$ cat src/rtl/matrix_scan_ctrl.sv
// Row-multiplexed matrix scanner: each row is driven for DIV cycles, then one blank cycle.
// Pattern swap and scroll step happen only at the frame boundary (blank cycle of the last row).
module matrix_scan_ctrl #(
    parameter int ROWS          = 4,
    parameter int COLS          = 12,
    parameter int DIV           = 1000,
    parameter int SCROLL_FRAMES = 16
) (
    input  logic                    clk,
    input  logic                    rst_n,
    input  logic                    en,
    input  logic                    load,
    input  logic                    dir,
    input  logic [0:COLS-1]         cin,
    output logic [0:ROWS-1]         row_sel,
    output logic [0:COLS-1]         cout,
    output logic [$clog2(COLS)-1:0] offset,
    output logic                    frame_done
);
    localparam int OW = $clog2(COLS);
    localparam int RW = (ROWS > 1) ? $clog2(ROWS) : 1;
    localparam int DW = (DIV > 1) ? $clog2(DIV) : 1;
    localparam int FW = (SCROLL_FRAMES > 1) ? $clog2(SCROLL_FRAMES) : 1;
    localparam logic [RW-1:0] ROW_LAST   = RW'(ROWS - 1);
    localparam logic [DW-1:0] DWELL_LAST = DW'(DIV - 1);
    localparam logic [FW-1:0] FRAME_LAST = FW'(SCROLL_FRAMES - 1);
    localparam logic [OW-1:0] OFF_LAST   = OW'(COLS - 1);

    typedef enum logic [1:0] {
        IDLE  = 2'd0,
        SCAN  = 2'd1,
        BLANK = 2'd2
    } state_t;

    state_t          r_state, w_state_nxt;
    logic [RW-1:0]   r_row, w_row_nxt;
    logic [DW-1:0]   r_dwell, w_dwell_nxt;
    logic [FW-1:0]   r_frame, w_frame_nxt;
    logic [OW-1:0]   r_offset, w_offset_nxt;
    logic [0:COLS-1] r_active, w_active_nxt;
    logic [0:COLS-1] r_shadow, w_shadow_nxt;
    logic            r_pending, w_pending_nxt;
    logic            w_boundary;
    logic [0:ROWS-1] r_row_sel, w_row_sel_nxt;
    logic [0:COLS-1] r_cout, w_cout_nxt;
    logic            r_frame_done, w_frame_done_nxt;
    logic [OW-1:0]   w_shift;

    function automatic logic [0:COLS-1] rotate(input logic [0:COLS-1] pat, input logic [OW-1:0] sh);
        logic [0:COLS-1] res;
        logic [OW-1:0]   idx;
        res = '0;
        for (int j = 0; j < COLS; j++) begin
            idx    = OW'((j + int'(sh)) % COLS);
            res[j] = pat[idx];
        end
        return res;
    endfunction

    always_comb begin
        w_state_nxt   = r_state;
        w_row_nxt     = r_row;
        w_dwell_nxt   = r_dwell;
        w_frame_nxt   = r_frame;
        w_offset_nxt  = r_offset;
        w_active_nxt  = r_active;
        w_shadow_nxt  = r_shadow;
        w_pending_nxt = r_pending;
        w_boundary    = (r_state == BLANK) && (r_row == ROW_LAST);

        if (!en) begin
            w_state_nxt = IDLE;
            w_row_nxt   = '0;
            w_dwell_nxt = '0;
        end else begin
            case (r_state)
                IDLE: begin
                    w_state_nxt = SCAN;
                    w_row_nxt   = '0;
                    w_dwell_nxt = '0;
                end
                SCAN: begin
                    if (r_dwell == DWELL_LAST) begin
                        w_state_nxt = BLANK;
                        w_dwell_nxt = '0;
                    end else begin
                        w_dwell_nxt = r_dwell + 1'b1;
                    end
                end
                BLANK: begin
                    w_state_nxt = SCAN;
                    w_row_nxt   = (r_row == ROW_LAST) ? '0 : r_row + 1'b1;
                end
                default: begin
                    w_state_nxt = IDLE;
                    w_row_nxt   = '0;
                    w_dwell_nxt = '0;
                end
            endcase
        end

        // Nothing is on the display in IDLE, so a load there can bypass the shadow.
        if (r_state == IDLE) begin
            if (load) begin
                w_active_nxt  = cin;
                w_shadow_nxt  = cin;
                w_pending_nxt = 1'b0;
            end
        end else if (w_boundary) begin
            if (load) begin
                w_active_nxt  = cin;
                w_shadow_nxt  = cin;
                w_pending_nxt = 1'b0;
            end else if (r_pending) begin
                w_active_nxt  = r_shadow;
                w_pending_nxt = 1'b0;
            end
        end else if (load) begin
            w_shadow_nxt  = cin;
            w_pending_nxt = 1'b1;
        end

        if (w_boundary) begin
            if (r_frame == FRAME_LAST) begin
                w_frame_nxt = '0;
                if (!dir) begin
                    w_offset_nxt = (r_offset == OFF_LAST) ? '0 : r_offset + 1'b1;
                end else begin
                    w_offset_nxt = (r_offset == '0) ? OFF_LAST : r_offset - 1'b1;
                end
            end else begin
                w_frame_nxt = r_frame + 1'b1;
            end
        end
    end

    // Outputs are decoded from next-state values so they are registered yet aligned with the FSM.
    always_comb begin
        w_row_sel_nxt = '0;
        w_cout_nxt    = '0;
        w_shift       = OW'((int'(w_row_nxt) + int'(w_offset_nxt)) % COLS);
        if (w_state_nxt == SCAN) begin
            for (int r = 0; r < ROWS; r++) begin
                w_row_sel_nxt[r] = (w_row_nxt == RW'(r));
            end
            w_cout_nxt = rotate(w_active_nxt, w_shift);
        end
        w_frame_done_nxt = (w_state_nxt == BLANK) && (w_row_nxt == ROW_LAST);
    end

    always_ff @(posedge clk) begin
        if (!rst_n) begin
            r_state      <= IDLE;
            r_row        <= '0;
            r_dwell      <= '0;
            r_frame      <= '0;
            r_offset     <= '0;
            r_active     <= '0;
            r_shadow     <= '0;
            r_pending    <= 1'b0;
            r_row_sel    <= '0;
            r_cout       <= '0;
            r_frame_done <= 1'b0;
        end else begin
            r_state      <= w_state_nxt;
            r_row        <= w_row_nxt;
            r_dwell      <= w_dwell_nxt;
            r_frame      <= w_frame_nxt;
            r_offset     <= w_offset_nxt;
            r_active     <= w_active_nxt;
            r_shadow     <= w_shadow_nxt;
            r_pending    <= w_pending_nxt;
            r_row_sel    <= w_row_sel_nxt;
            r_cout       <= w_cout_nxt;
            r_frame_done <= w_frame_done_nxt;
        end
    end

    assign row_sel    = r_row_sel;
    assign cout       = r_cout;
    assign offset     = r_offset;
    assign frame_done = r_frame_done;

endmodule

$ cat config.mk
export PLATFORM = sky130hd
export DESIGN_NAME = matrix_scan_ctrl
export DESIGN_NICKNAME = d
export VERILOG_FILES = /design/src/rtl/matrix_scan_ctrl.sv
export SDC_FILE = /design/constraint.sdc
export NUM_CORES = 1
export LEC_CHECK = 0
export BUFFER_PORTS_ARGS = -buffer_cell sky130_fd_sc_hd__buf_2
export CAP_MARGIN = 20
export CORE_UTILIZATION = 60
export CTS_CLUSTER_SIZE = 8
export DETAILED_ROUTE_END_ITERATION = 8
export HOLD_SLACK_MARGIN = 0.15
export PLACE_DENSITY = 0.8
export SYNTH_ARGS = -nofsm -noshare
export SYNTH_HDL_FRONTEND = slang
export SYNTH_SLANG_ARGS = --single-unit
$ cat constraint.sdc
create_clock -name clk -period 14 [get_ports clk]
set_clock_uncertainty 0.15 [all_clocks]
set_input_delay 0 -clock clk [delete_from_list [all_inputs] [get_ports clk]]
set_output_delay 0 -clock clk [all_outputs]
set_load 0.05 [all_outputs]
Yosys cells after proc, flatten, opt, wreduce, memory -nomap -nowiden --
Cells that the tools add are included.
Word-level totals: bits in registers 64, input port bits 17, output and inout port bits 21, logic and storage cells 146
Operators by class: add/subtract/negate cells 17, div/mod/pow operators 13, $lt $le $gt $ge 12, equal/unequal tests 12, muxes and demuxes 59, bitwise operators 12, reduce and logical (&&, ||, !) cells 10
Operators by type and width (number):
- 32-bit by 5-bit remainder unit with 32-bit output, second input constant | 12
- 5-bit greater-or-equal comparator, second input constant | 12
- 12-bit 2-to-1 mux | 5
- 4-bit NOT with 5-bit output | 12
- 1-bit binary-select mux with 4-bit select | 12
- 5-bit by 5-bit remainder unit with 32-bit output, second input constant | 1
- 1-bit 2-to-1 mux | 28
- 4-bit 2-to-1 mux | 6
- 3-bit by 4-bit adder with 5-bit output, first input constant | 4
- 4-bit by 4-bit adder with 5-bit output, first input constant | 4
- 10-bit one-hot mux with 2 select lines | 1
- 10-bit by 1-bit adder with 10-bit output, second input constant | 1
- 2-bit by 4-bit adder with 5-bit output, first input constant | 2
- 10-bit equality test, second input constant | 1
- 2-bit equality test, second input constant | 5
- 10-bit 2-to-1 mux | 1
- 4-bit by 1-bit adder with 4-bit output, second input constant | 2
- 4-bit equality test, second input constant | 2
- 2-bit 2-to-1 mux | 4
- 2-bit one-hot mux with 2 select lines | 2
- 2-bit by 1-bit equality test with 1-bit output, second input constant | 3
- 2-bit AND reduction | 3
- 1-bit by 4-bit adder with 5-bit output, first input constant | 1
- 2-bit by 4-bit adder with 5-bit output | 1
- 8 further kinds | 10

Depth between registers and ports, before layout --
Gate-level depths: netlist of run 1.
depth in word-level cells 13, depth in mapped cells 31

Worst setup path after synthesis of run 1 --
No wires, ideal clock.
path type reg2reg, start point register r_offset[0] (netlist: offset[0]), end point register r_cout (netlist bit cout[1]), library setup time 0.084 ns, data arrival time 5.983 ns, path slack 7.783 ns, stages on the path, launching flop included 26, path buffers 1, period minus slack after synthesis 6.217 ns, cells stage by stage dfxtp_1 ha_1 nand2b_1 or3b_2 a21oi_1 a21oi_1 ha_1 a21oi_1 nor2_1 xnor2_1 ha_1 nor2b_1 o21a_1 o31ai_4 buf_2 ha_1 and2_1 nor3_1 nor2_1 ha_1 nand2b_1 or4_1 a31oi_1 a22oi_1 mux2_4 o31ai_2
On the way: cells in the longest elaborated chain, start to end 13
RTL lines:
- start, declared | line 39 | logic [OW-1:0] r_offset, w_offset_nxt;
- start signal, assigned | line 169 | r_offset <= w_offset_nxt;
- 4-bit by 1-bit adder with 4-bit output (tied with other cells) | line 127 | w_offset_nxt = (r_offset == OFF_LAST) ? '0 : r_offset + 1'b1;
- 4-bit 2-to-1 mux, on equally long branches | line 127, 129
- 4-bit 2-to-1 mux | line 126 | if (!dir) begin
- 4-bit 2-to-1 mux | line 124 | if (r_frame == FRAME_LAST) begin
- 4-bit 2-to-1 mux (*) | line 123 | if (w_boundary) begin
- net w_offset_nxt[0] | line 39
- 2-bit by 4-bit adder with 5-bit output (*) | line 141 | w_shift = OW'((int'(w_row_nxt) + int'(w_offset_nxt)) % COLS);
- 32-bit by 5-bit remainder unit with 32-bit output (*) | line 141
- 1-bit by 4-bit adder with 5-bit output (*) | line 54 | idx = OW'((j + int'(sh)) % COLS);
- 32-bit by 5-bit remainder unit with 32-bit output (*) | line 54
- 4-bit NOT with 5-bit output (implied by the code) (*) | line 55 | res[j] = pat[idx];
- 1-bit binary-select mux with 4-bit select (*) | line 55
- 1-bit 2-to-1 mux (implied by the code) (*) (2 in series) | line 55
- end signal, assigned | line 174 | r_cout <= w_cout_nxt;
- end, declared | line 45 | logic [0:COLS-1] r_cout, w_cout_nxt;
Mark *: on every way through the listed nets, which the timed path passes. The rest lies on a longest branch. The select of a mux whose other input is x is not followed. A chain may end at the register's enable or synchronous reset.

Worst setup path in the final report of run 1 --
start point register r_state[0], end point register r_cout (netlist bit cout[1])
On the way: cells in the longest elaborated chain, start to end 11
RTL lines:
- start, declared | line 35 | state_t r_state, w_state_nxt;
- start signal, assigned | line 165 | r_state <= w_state_nxt;
- 2-bit equality test | line 69 | w_boundary = (r_state == BLANK) && (r_row == ROW_LAST);
- 1-bit logical AND | line 69
- 4-bit 2-to-1 mux | line 123
- net w_offset_nxt[1] | line 39
- 2-bit by 4-bit adder with 5-bit output | line 141
- 32-bit by 5-bit remainder unit with 32-bit output | line 141
- 1-bit by 4-bit adder with 5-bit output | line 54
- 32-bit by 5-bit remainder unit with 32-bit output | line 54
- 4-bit NOT with 5-bit output (implied by the code) | line 55
- 1-bit binary-select mux with 4-bit select | line 55
- 1-bit 2-to-1 mux (implied by the code) (2 in series) | line 55
The timed path passes the listed nets, and every way through them passes these cells. The select of a mux whose other input is x is not followed.

==> results of run 1 <==
==> registers in the layout, indices dropped and copies added (netlist names) <==
| register | count |
|---|---|
| r_active | 12 |
| r_pending | 1 |
| r_shadow | 12 |
| r_state | 2 |
| r_frame | 4 |
| cout | 12 |
| row_sel | 4 |
| frame_done | 1 |
| r_dwell | 10 |
| r_row | 2 |
| offset | 4 |
==> worst max-delay path, stage by stage (launching register included) <==
cell      delay (ps)
dfxtp_1          340
inv_1             90
ha_1             480
and2_1           280
nand2_1          120
a21oi_1          310
inv_1             80
ha_1             280
a21oi_1          400
nor2_1           110
xnor2_1          150
ha_1             280
nor2b_1           50
o21a_1           190
o31ai_4          810
ha_1             470
and2_1           280
nor3_1            80
nor2_1           220
ha_1             280
nand2b_1         210
or4_1            420
a31oi_1          170
a22oi_1          130
mux2_4           320
o31ai_2          190
==> logic make-up (layout without fill, tap and decap cells) <==
group / Yosys count / count (layout) / share of synthesized area (%)
multiplexers: 57 / 57 / 11.7
AO/OA/AOI/OAI: 147 / 147 / 21.2
XOR/XNOR: 24 / 24 / 5.05
AND/OR/NAND/NOR: 218 / 218 / 21.6
buffers and inverters: 57 / 111 / 4.39
flip-flops: 64 / 64 / 25.0
adder cells (fa/ha/maj): 45 / 45 / 11.1
==> power by group through the flow <==
stage	sequential [µW]	clock [µW]	combinational [µW]
5_1_grt	194	151	78.7
3_3_place_gp	197	0	61.0
4_1_cts	193	144	70.8
3_5_place_dp	197	0	63.4
6_report	194	143	72.9
2_1_floorplan	204	0	40.6
==> area by class of cell <==
cell class	count	share of cell area [%]
Clock buffer	11	2.27
Timing Repair Buffer	66	8.17
Clock inverter	5	0.584
Sequential cell	64	22.1
Inverter	29	1.92
Multi-Input combinational cell	491	62.6
Tap cell	105	2.27
==> synthesized netlist by cell type (6+ instances only) <==
cell type   n
nand2b_1   18
nand2_1    36
a31oi_1    10
o221a_2     8
mux2_2      7
xnor2_1    10
nand3_1    15
nor2b_1    12
dfxtp_1    64
nor3_1     20
mux2i_1    47
nor2_1     71
o32ai_1    14
ha_1       44
and2_1     14
a211oi_1    6
a21oi_1    34
clkbuf_1   20
xor2_1      9
o21ai_0    20
inv_1      24
==> how the worst min path moves through the flow <==
stage / start / end / slack [ps] / depth (start not counted)
after floorplan: cin[0] / r_shadow[0]$_SDFFE_PN0P_ / -3 / 2
after global placement: cin[9] / r_shadow[9]$_SDFFE_PN0P_ / 100 / 3
after detailed placement: cin[2] / r_shadow[2]$_SDFFE_PN0P_ / 120 / 3
after CTS: r_frame[1]$_SDFFE_PN0N_ / r_frame[1]$_SDFFE_PN0N_ / 350 / 2
after global routing: r_frame[1]$_SDFFE_PN0N_ / r_frame[1]$_SDFFE_PN0N_ / 370 / 2
final: r_frame[1]$_SDFFE_PN0N_ / r_frame[1]$_SDFFE_PN0N_ / 350 / 2
==> layer usage <==
layer | vias up | global-route usage (%) | wire length (µm)
li1 | 2324 | - | -
met5 | - | 0 | 0
met1 | 2237 | 36.6 | 5620
met4 | 0 | 10.7 | 221
met2 | 130 | 50.1 | 6210
met3 | 23 | 4.99 | 552
==> stage by stage <==
| step | util, % | worst slack, ps |
|---|---|---|
| floorplan | - | 7780 |
| global placement | 64.7 | 7460 |
| detailed placement | 64.7 | 7150 |
| CTS | 70.1 | 7090 |
| global route | 70.1 | 6510 |
| finish | 70.1 | 7010 |
==> cell usage in the layout (no fill, tap or decap), types with 9 or more instances in the layout <==
| master | instances |
|---|---|
| a21oi_1 | 34 |
| a31oi_1 | 10 |
| and2_1 | 14 |
| buf_2 | 37 |
| clkbuf_8 | 9 |
| dfxtp_1 | 64 |
| dlygate4sd3_1 | 28 |
| ha_1 | 44 |
| inv_1 | 24 |
| mux2i_1 | 47 |
| nand2_1 | 36 |
| nand2b_1 | 18 |
| nand3_1 | 15 |
| nor2_1 | 71 |
| nor2b_1 | 12 |
| nor3_1 | 20 |
| o21ai_0 | 20 |
| o32ai_1 | 14 |
| xnor2_1 | 10 |
| xor2_1 | 9 |
==> reports/qor.yml, run 1 <==
wl_per_cell_um: 16.3
critPathMaxFanout: 21
setup_tns_ps: 0
core-area_um2: 8260
ys_types: 80
seqPwrFrac_pct: 47.3
startpoint: "r_state[0]$_SDFF_PN0_"
ant_nets: 0
pwr-share-clk_pct: 34.8
rows: 33
reg2reg_to: "cout[1]$_SDFF_PN0_"
min_path_type: "reg -> reg"
finish.instance_area_um2: 5790
cts-htree-levels: 3
multi_input_area_um2: 3630
syn_to_final_growth_pct: 12.8
power.density_nw_per_um2: 70.7
dpl.cell_count: 727
peakVddDrop_uv: 61.5
rsz0062_at_grt: "false"
async_reset_ff_share_pct: 0
synth_top_area_share_pct: 25.0
synth_edf_count: 0
end_kind: "flip-flop"
slew_headroom_pct: 29.6
drt_first_pass_iters: 5
dpl-instance-area_um2: 5340
worstSetupPathType: "reg -> reg"
viasPerCell: 6.11
crit_path_start_kind: "flip-flop"
ys_seq_elements: 64
first_iter_violations: 244
cts_made_buffers: 9
cts_root_buf: "clkbuf_8"
timing.critical_path.to: "cout[1]$_SDFF_PN0_"
routabilityCongestion: 0.893
syn-cell-area_um2: 5130
p_sw_share_pct: 30.5
worstReg2RegStart: "r_state[0]$_SDFF_PN0_"
n_antenna_cell: 0
final_nets: 723
grt_pass1_wl_um: 20600
maxCapViolations: 0
cts_hold_buf: 28
reg2reg_slack_ps: 7010
num_vias: 4714
finalSetupViolCount: 0
clock-sinks: 64
seqCellArea_um2: 1280
cp_data_arrival_time_ps: 7110
synth.avg_cell_area_um2: 8.39
cts-resized-gates: 0
power.leakage_uw: 0.00249
clk_pin_slew_ps: 80
antenna_found_initial: 0
combPwrFrac_pct: 17.8
place_hpwl_um: 8490
cp.required_ps: 14120
syn_nets: 674
synthCells: 612
worstSkewPairLatency_ps: 350
grt_max_degree: 28
synth.largest_area_cell: "dfxtp_1"
drive_above_1_share_pct: 14.0
synth_area_leaders: "dfxtp_1, ha_1, mux2i_1, nor2_1, a21oi_1"
final_cells: 771
hold_slack_ps: 348
finalMaxSlewViolations: 0
die_x_um: 94.5
rr_worst_depth: 25
die_h_um: 94.5
io_pins: 38
grt_usage_pct: 29.2
tightestPinTransition_ps: 1050
fill_cells: 666
wl_um: 12600
cts_tree: "built"
internal-power_uw: 284
grt.overflow.total: 0
hold_viol: 0
timing.final.crit_share_pct: 49.9
p_sw_uw: 125
synthFlopType: "dfxtp_1"
yosys_warnings: 0
drc: 0
start_util_pct: 62.2
max_clock_freq_mhz: 143
clk_path_buf_depth: 2
portBuffers: 37
dieArea_um2: 8930
cts_setup_buffers: 0
total_power_uw: 409
status: "completed"
post-route-min-period_ps: 6990
yosysSeqAreaShare_pct: 25.0
grt_pass1_vias: 4383
Note: power is estimated with default switching activity, not from simulation.
==> run 2, diff against run 1 <==
ABC_AREA = 1   (was unset)
clock period = 6.6 ns   (was 14 ns; I/O delays follow)
==> run 2 against run 1 <==
Synthesized cell count grew 24%. Maximum frequency rose by 17%. Sequential power rose by 110%. Worst hold slack worse by 25 ps. Critical path type unchanged. Critical endpoint is now cout[6]$_SDFF_PN0_.
==> reports/qor.yml, run 2 <==
status: "completed"
post-place-ws_ps: 519  # -6630 ps
cts_setup_buffers: 0  # unchanged
met1_usage_pct: 34.0  # -2.6 points
clk_path_buf_depth: 2  # unchanged
rsz0062_at_grt: "false"
synth.avg_cell_area_um2: 6.58  # -22%
grt_pass1_wl_um: 20100  # -2.5%
dieArea_um2: 8720  # -2.4%
synth_edf_count: 0  # unchanged
slowest_stage: "fa_1"
cpPeakStageDelay_ps: 390  # -420 ps
ant_nets: 0  # unchanged
yosysMostFrequentCell: "nand2_1"
total_power_uw: 867  # +110%
synth_area_leaders: "dfxtp_1, nand2_1, ha_1, nand3_1, inv_1"
viasPerCell: 5.49  # -10%
use_met3_pct: 3.98  # -1.0 points
die_h_um: 93.4  # -1.2%
grt_max_degree: 36  # +29%
power.density_nw_per_um2: 152  # +120%
synth.largest_area_cell: "dfxtp_1"
grt_pass1_vias: 4811  # +9.8%
dpl-instance-area_um2: 5250  # -1.8%
worstSetupPathType: "reg -> reg"
first_iter_violations: 225  # -7.8%
syn_to_final_growth_pct: 13.7
finalMaxSlewViolations: 0  # unchanged
start_util_pct: 63.5  # +1.3 points
tightestPinTransition_ps: 1000  # -48.0 ps
met2_usage_pct: 51.0  # +0.92 points
grt_busiest_layer: "met2"
io_pins: 38  # unchanged
synthFlopType: "dfxtp_1"
drive_above_1_share_pct: 12.0  # -1.9 points
power.leakage_uw: 0.00286  # +14%
post-route-min-period_ps: 5980  # -1010 ps
async_reset_ff_share_pct: 0  # unchanged
n_antenna_cell: 0  # unchanged
grt_usage_pct: 28.0  # -1.3 points
wl_per_cell_um: 12.6  # -23%
clock-sinks: 64  # unchanged
ys_types: 49  # -39%
min_path_type: "reg -> reg"
yosys-top-cells-count: "nand2_1, inv_1, nor2_1"
finalSetupViolCount: 0  # unchanged
yosys_warnings: 0  # unchanged
rows: 32  # -3.0%
setup_tns_ps: 0  # unchanged
worstSkewPairLatency_ps: 340  # about the same
cts_tree: "built"
synth_top_area_share_pct: 25.6  # +0.62 points
peakVddDrop_uv: 96.4  # +57%
cp.required_ps: 6650  # -7470 ps
antenna_found_initial: 0  # unchanged
synthCells: 761  # +24%
final.setup.worst_slack_ps: 622  # -6390 ps
num_vias: 5076  # +7.7%
cts-htree-levels: 3  # unchanged
slew_headroom_pct: 32.7  # +3.0 points
hold_viol: 0  # unchanged
die_x_um: 93.4  # -1.2%
crit_top_cell: "inv_1"
cts_root_buf: "clkbuf_8"
drt_first_pass_iters: 5  # unchanged
routabilityCongestion: 0.881  # -1.3%
core-area_um2: 7890  # -4.5%
clk_pin_slew_ps: 80  # about the same
final_cell_mix: "nand2_1, inv_1, nor2_1, nand3_1, dfxtp_1"
final_common_cell: "nand2_1"
grt.overflow.total: 0  # unchanged
syn-cell-area_um2: 5010  # -2.4%
portBuffers: 37  # unchanged
place_hpwl_um: 8560  # +0.84%
ys_seq_elements: 64  # unchanged
timing.final.crit_share_pct: 90.6  # +41 points
cp_data_arrival_time_ps: 6030  # -1080 ps
max_clock_freq_mhz: 167  # +17%
final_nets: 879  # +22%
syn_nets: 823  # +22%
end_kind: "flip-flop"
drc: 0  # unchanged
maxCapViolations: 0  # unchanged
critPathMaxFanout: 16  # -24%
crit_path_start_kind: "flip-flop"
finish.instance_area_um2: 5690  # -1.7%
cts_made_buffers: 9  # unchanged
wl_um: 11700  # -7.5%
yosysSeqAreaShare_pct: 25.6  # +0.62 points
## run 2: cell types whose count changed in the layout (fill, tap and decap cells not counted), moves of 15 or more
cell / before / now
nand2_1: 36 / 192
inv_1: 24 / 86
nand3_1: 15 / 66
mux2i_1: 47 / 2
o21ai_0: 20 / 54
nand2b_1: 18 / 0
nor3_1: 20 / 5
o211ai_1: 3 / 18
## run 2: cell families (layout without fill, tap and decap cells)
logic type,Yosys count,in the layout,share of synthesized area [%]
buf+inv,117,178,9.15
fa+ha+maj,45,45,11.4
mux,2,2,0.400
compound gates,142,142,16.7
simple gates,380,380,34.5
xor+xnor,11,11,2.30
flops,64,64,25.6
## run 2: what timing repair did
action                                  in CTS  in global routing
endpoints found under the setup margin       0                  4
resized for setup                            0                  2
hold buffers                                24                  0
hold endpoints to repair                    51                  0
## run 2: metal layers
metal | routed length, µm | share of wire [%]
met2 | 5690 | 49
met4 | 133 | 1.1
met1 | 5350 | 46
met3 | 475 | 4.1
met5 | 0 | 0
## run 2: layout make-up
type,instances,area [µm²]
inverter,100,383
timing repair buffer,62,433
sequential,64,1280
fill,658,2200
multi-input combinational,580,3270
clock inverter,6,68.8
clock buffer,10,128
tap,102,128
## run 2: worst paths after layout
check / slack [ps] / endpoint / from / depth (start not counted)
setup / recovery: 620 / cout[6]$_SDFF_PN0_ / r_state[0]$_SDFF_PN0_ / 35
hold / removal: 320 / r_shadow[3]$_SDFFE_PN0P_ / r_shadow[3]$_SDFFE_PN0P_ / 2
setup reg to reg: 620 / cout[6]$_SDFF_PN0_ / r_state[0]$_SDFF_PN0_ / 35
hold reg to reg: 320 / r_shadow[3]$_SDFFE_PN0P_ / r_shadow[3]$_SDFFE_PN0P_ / 2
## run 2: stage by stage
stage / hold slack [ps] / cells / util [%]
final: 323 / 924 / 72.2
after global routing: 352 / 924 / 72.2
after CTS: 320 / 924 / 72.1
after detailed placement: 137 / 884 / 66.5
after global placement: 135 / 884 / 66.5
after floorplan: -23.9 / 761 / -
## run 2: worst max-delay path, delay by kind of cell (launching register included)
kind / cells / cell delay (ps)
DFF: 1 / 350
adders and majority gates: 6 / 1640
and+or+nand+nor: 13 / 1600
buffers and inverters: 10 / 1180
AOI/OAI and AO/OA: 6 / 900
## run 2: report_power, final
group	leakage, µW	total, µW	switching, µW	internal, µW
combinational	0.00224	122	80.1	42.0
sequential	0.000522	405	4.47	401
clock	0.0000968	340	163	177
==> run 3, diff against run 2 <==
BUFFER_PORTS_ARGS = unset   (was -buffer_cell sky130_fd_sc_hd__buf_2)
CELL_PAD_IN_SITES_DETAIL_PLACEMENT = 0   (was unset)
CELL_PAD_IN_SITES_GLOBAL_PLACEMENT = 1   (was unset)
CORE_UTILIZATION = 46   (was 60)
DONT_BUFFER_PORTS = 1   (was unset)
PLACE_DENSITY = unset   (was 0.8)
PLACE_DENSITY_LB_ADDON = 0.1   (was unset)
==> run 3 against run 2 <==
Clock-buffer cell count decreased by 1. First-iteration DRC count increased by 24%. Sequential share of layout area increased by 0.78 points. Clock power about the same. Flip-flop and latch count unchanged. Sequential power increased by 3%. Via count decreased by 5.6%. Combinational power decreased by 20%. Non-clock buffer count decreased by 41. Worst hold slack got worse by 69 ps. Critical path type unchanged.
==> reports/qor.yml, run 3 (same netlist as run 2, synthesis figures left out) <==
grt_usage_pct: 21.0  # -6.9 points
n_antenna_cell: 0  # unchanged
first_iter_violations: 280  # +24%
wl_per_cell_um: 12.5  # -0.57%
cts_root_buf: "clkbuf_8"
portBuffers: 0  # -100%
peakVddDrop_uv: 103  # +7.3%
drt_first_pass_iters: 4  # -1
use_met3_pct: 3.43  # -0.55 points
cp_num_buf_inv: 10  # unchanged
final_cell_mix: "nand2_1, inv_1, nor2_1, nand3_1, dfxtp_1"
seqCellArea_um2: 1280  # unchanged
end_kind: "flip-flop"
num_vias: 4791  # -5.6%
dieArea_um2: 11300  # +30%
grt_pass1_wl_um: 19200  # -4.2%
drc: 0  # unchanged
crit_path_start_kind: "flip-flop"
setup_tns_ps: 0  # unchanged
start_util_pct: 48.1  # -15 points
cp.required_ps: 6650  # about the same
hold_slack_ps: 254  # -68.8 ps
final.setup.worst_slack_ps: 728  # +106 ps
slowest_stage: "fa_1"
antenna_found_initial: 0  # unchanged
finalSetupViolCount: 0  # unchanged
rows: 37  # +16%
post-place-ws_ps: 534  # +15.0 ps
cp_top_family: "adder cells"
wl_um: 11500  # -1.3%
worstSetupPathType: "reg -> reg"
worstSkewPairLatency_ps: 350  # about the same
clk_pin_slew_ps: 70  # about the same
met1_usage_pct: 27.4  # -6.5 points
grt_busiest_layer: "met2"
tightestPinTransition_ps: 968  # -35.1 ps
min_path_type: "in -> reg"
finalMaxSlewViolations: 0  # unchanged
clk_path_buf_depth: 2  # unchanged
routabilityCongestion: 0.826  # -6.3%
post-route-min-period_ps: 5870  # -106 ps
rsz0062_at_grt: "false"
power.leakage_uw: 0.00267  # -6.4%
core-area_um2: 10400  # +32%
critPathMaxFanout: 16  # unchanged
cpPeakStageDelay_ps: 370  # -20 ps
cp_data_arrival_time_ps: 5920  # -110 ps
drive_above_1_share_pct: 8.45  # -3.6 points
timing.final.crit_share_pct: 89.0  # -1.6 points
io_pins: 38  # unchanged
grt_pass1_vias: 4263  # -11%
clock-sinks: 64  # unchanged
place_hpwl_um: 8670  # +1.3%
crit_top_cell: "inv_1"
max_clock_freq_mhz: 170  # +1.8%
final_common_cell: "nand2_1"
final_nets: 838  # -4.7%
cts_tree: "built"
multi_input_area_um2: 3270  # unchanged
grt.overflow.total: 0  # unchanged
hold_viol: 0  # unchanged
fill_cells: 1063  # +62%
grt_max_degree: 36  # unchanged
die_h_um: 106  # +14%
syn_to_final_growth_pct: 9.85
status: "completed"
ant_nets: 0  # unchanged
cts-htree-levels: 3  # unchanged
cts_made_buffers: 9  # unchanged
slew_headroom_pct: 35.2  # +2.5 points
power.density_nw_per_um2: 156  # +2.5%
met2_usage_pct: 35.2  # -16 points
die_x_um: 106  # +14%
maxCapViolations: 0  # unchanged
viasPerCell: 5.22  # -4.9%
[run 3: metal layers]
metal	share of wire (%)	vias to the layer above
li1	-	2530
met1	50	2185
met2	46	64
met3	2.9	12
met4	1.3	0
met5	0	-
[run 3: layout make-up]
cell class	instances	area share (%)
timing repair buffer	21	3.64
multi-input combinational	580	59.5
clock buffer	9	2.25
inverter	100	6.96
clock inverter	7	1.30
tap	136	3.09
sequential	64	23.3
[run 3: path summary, 6_finish.rpt]
path | end | slack [ps] | startpoint | depth (start not counted)
worst max-delay path | cout[6]$_SDFF_PN0_ | 730 | r_state[0]$_SDFF_PN0_ | 35
worst min register to register | r_shadow[0]$_SDFFE_PN0P_ | 320 | r_shadow[0]$_SDFFE_PN0P_ | 2
worst max register to register | cout[6]$_SDFF_PN0_ | 730 | r_state[0]$_SDFF_PN0_ | 35
worst min-delay path | r_shadow[0]$_SDFFE_PN0P_ | 250 | cin[0] | 3
[run 3: per-stage QoR]
stage | cells | cell area [µm²] | util [%] | total power, µW
after global placement | 884 | 5130 | 49.2 | 512
after detailed placement | 884 | 5130 | 49.2 | 514
after CTS | 917 | 5490 | 52.7 | 870
after floorplan | 761 | 5010 | - | 494
final | 917 | 5500 | 52.8 | 859
after global routing | 917 | 5500 | 52.8 | 902
[run 3: timing repair]
action | in CTS | in global routing
resized for setup | 0 | 2
setup endpoints to repair | 0 | 5
hold buffers | 17 | 0
endpoints found under the hold margin | 52 | 0
setup buffers | 0 | 0
[run 3: power by group]
part | switching [µW] | leakage [µW] | internal, µW
Clock | 169 | 0.0000916 | 174
Combinational | 63.5 | 0.00206 | 34.0
Sequential | 18.3 | 0.000522 | 401
[run 3: tightest hold or removal path: cells and delay by family]
| kind | cells | cell delay [ps] |
|---|---|---|
| AND/OR/NAND/NOR | 1 | 100 |
| AO/OA/AOI/OAI | 1 | 70 |
| buffers and inverters | 1 | 530 |
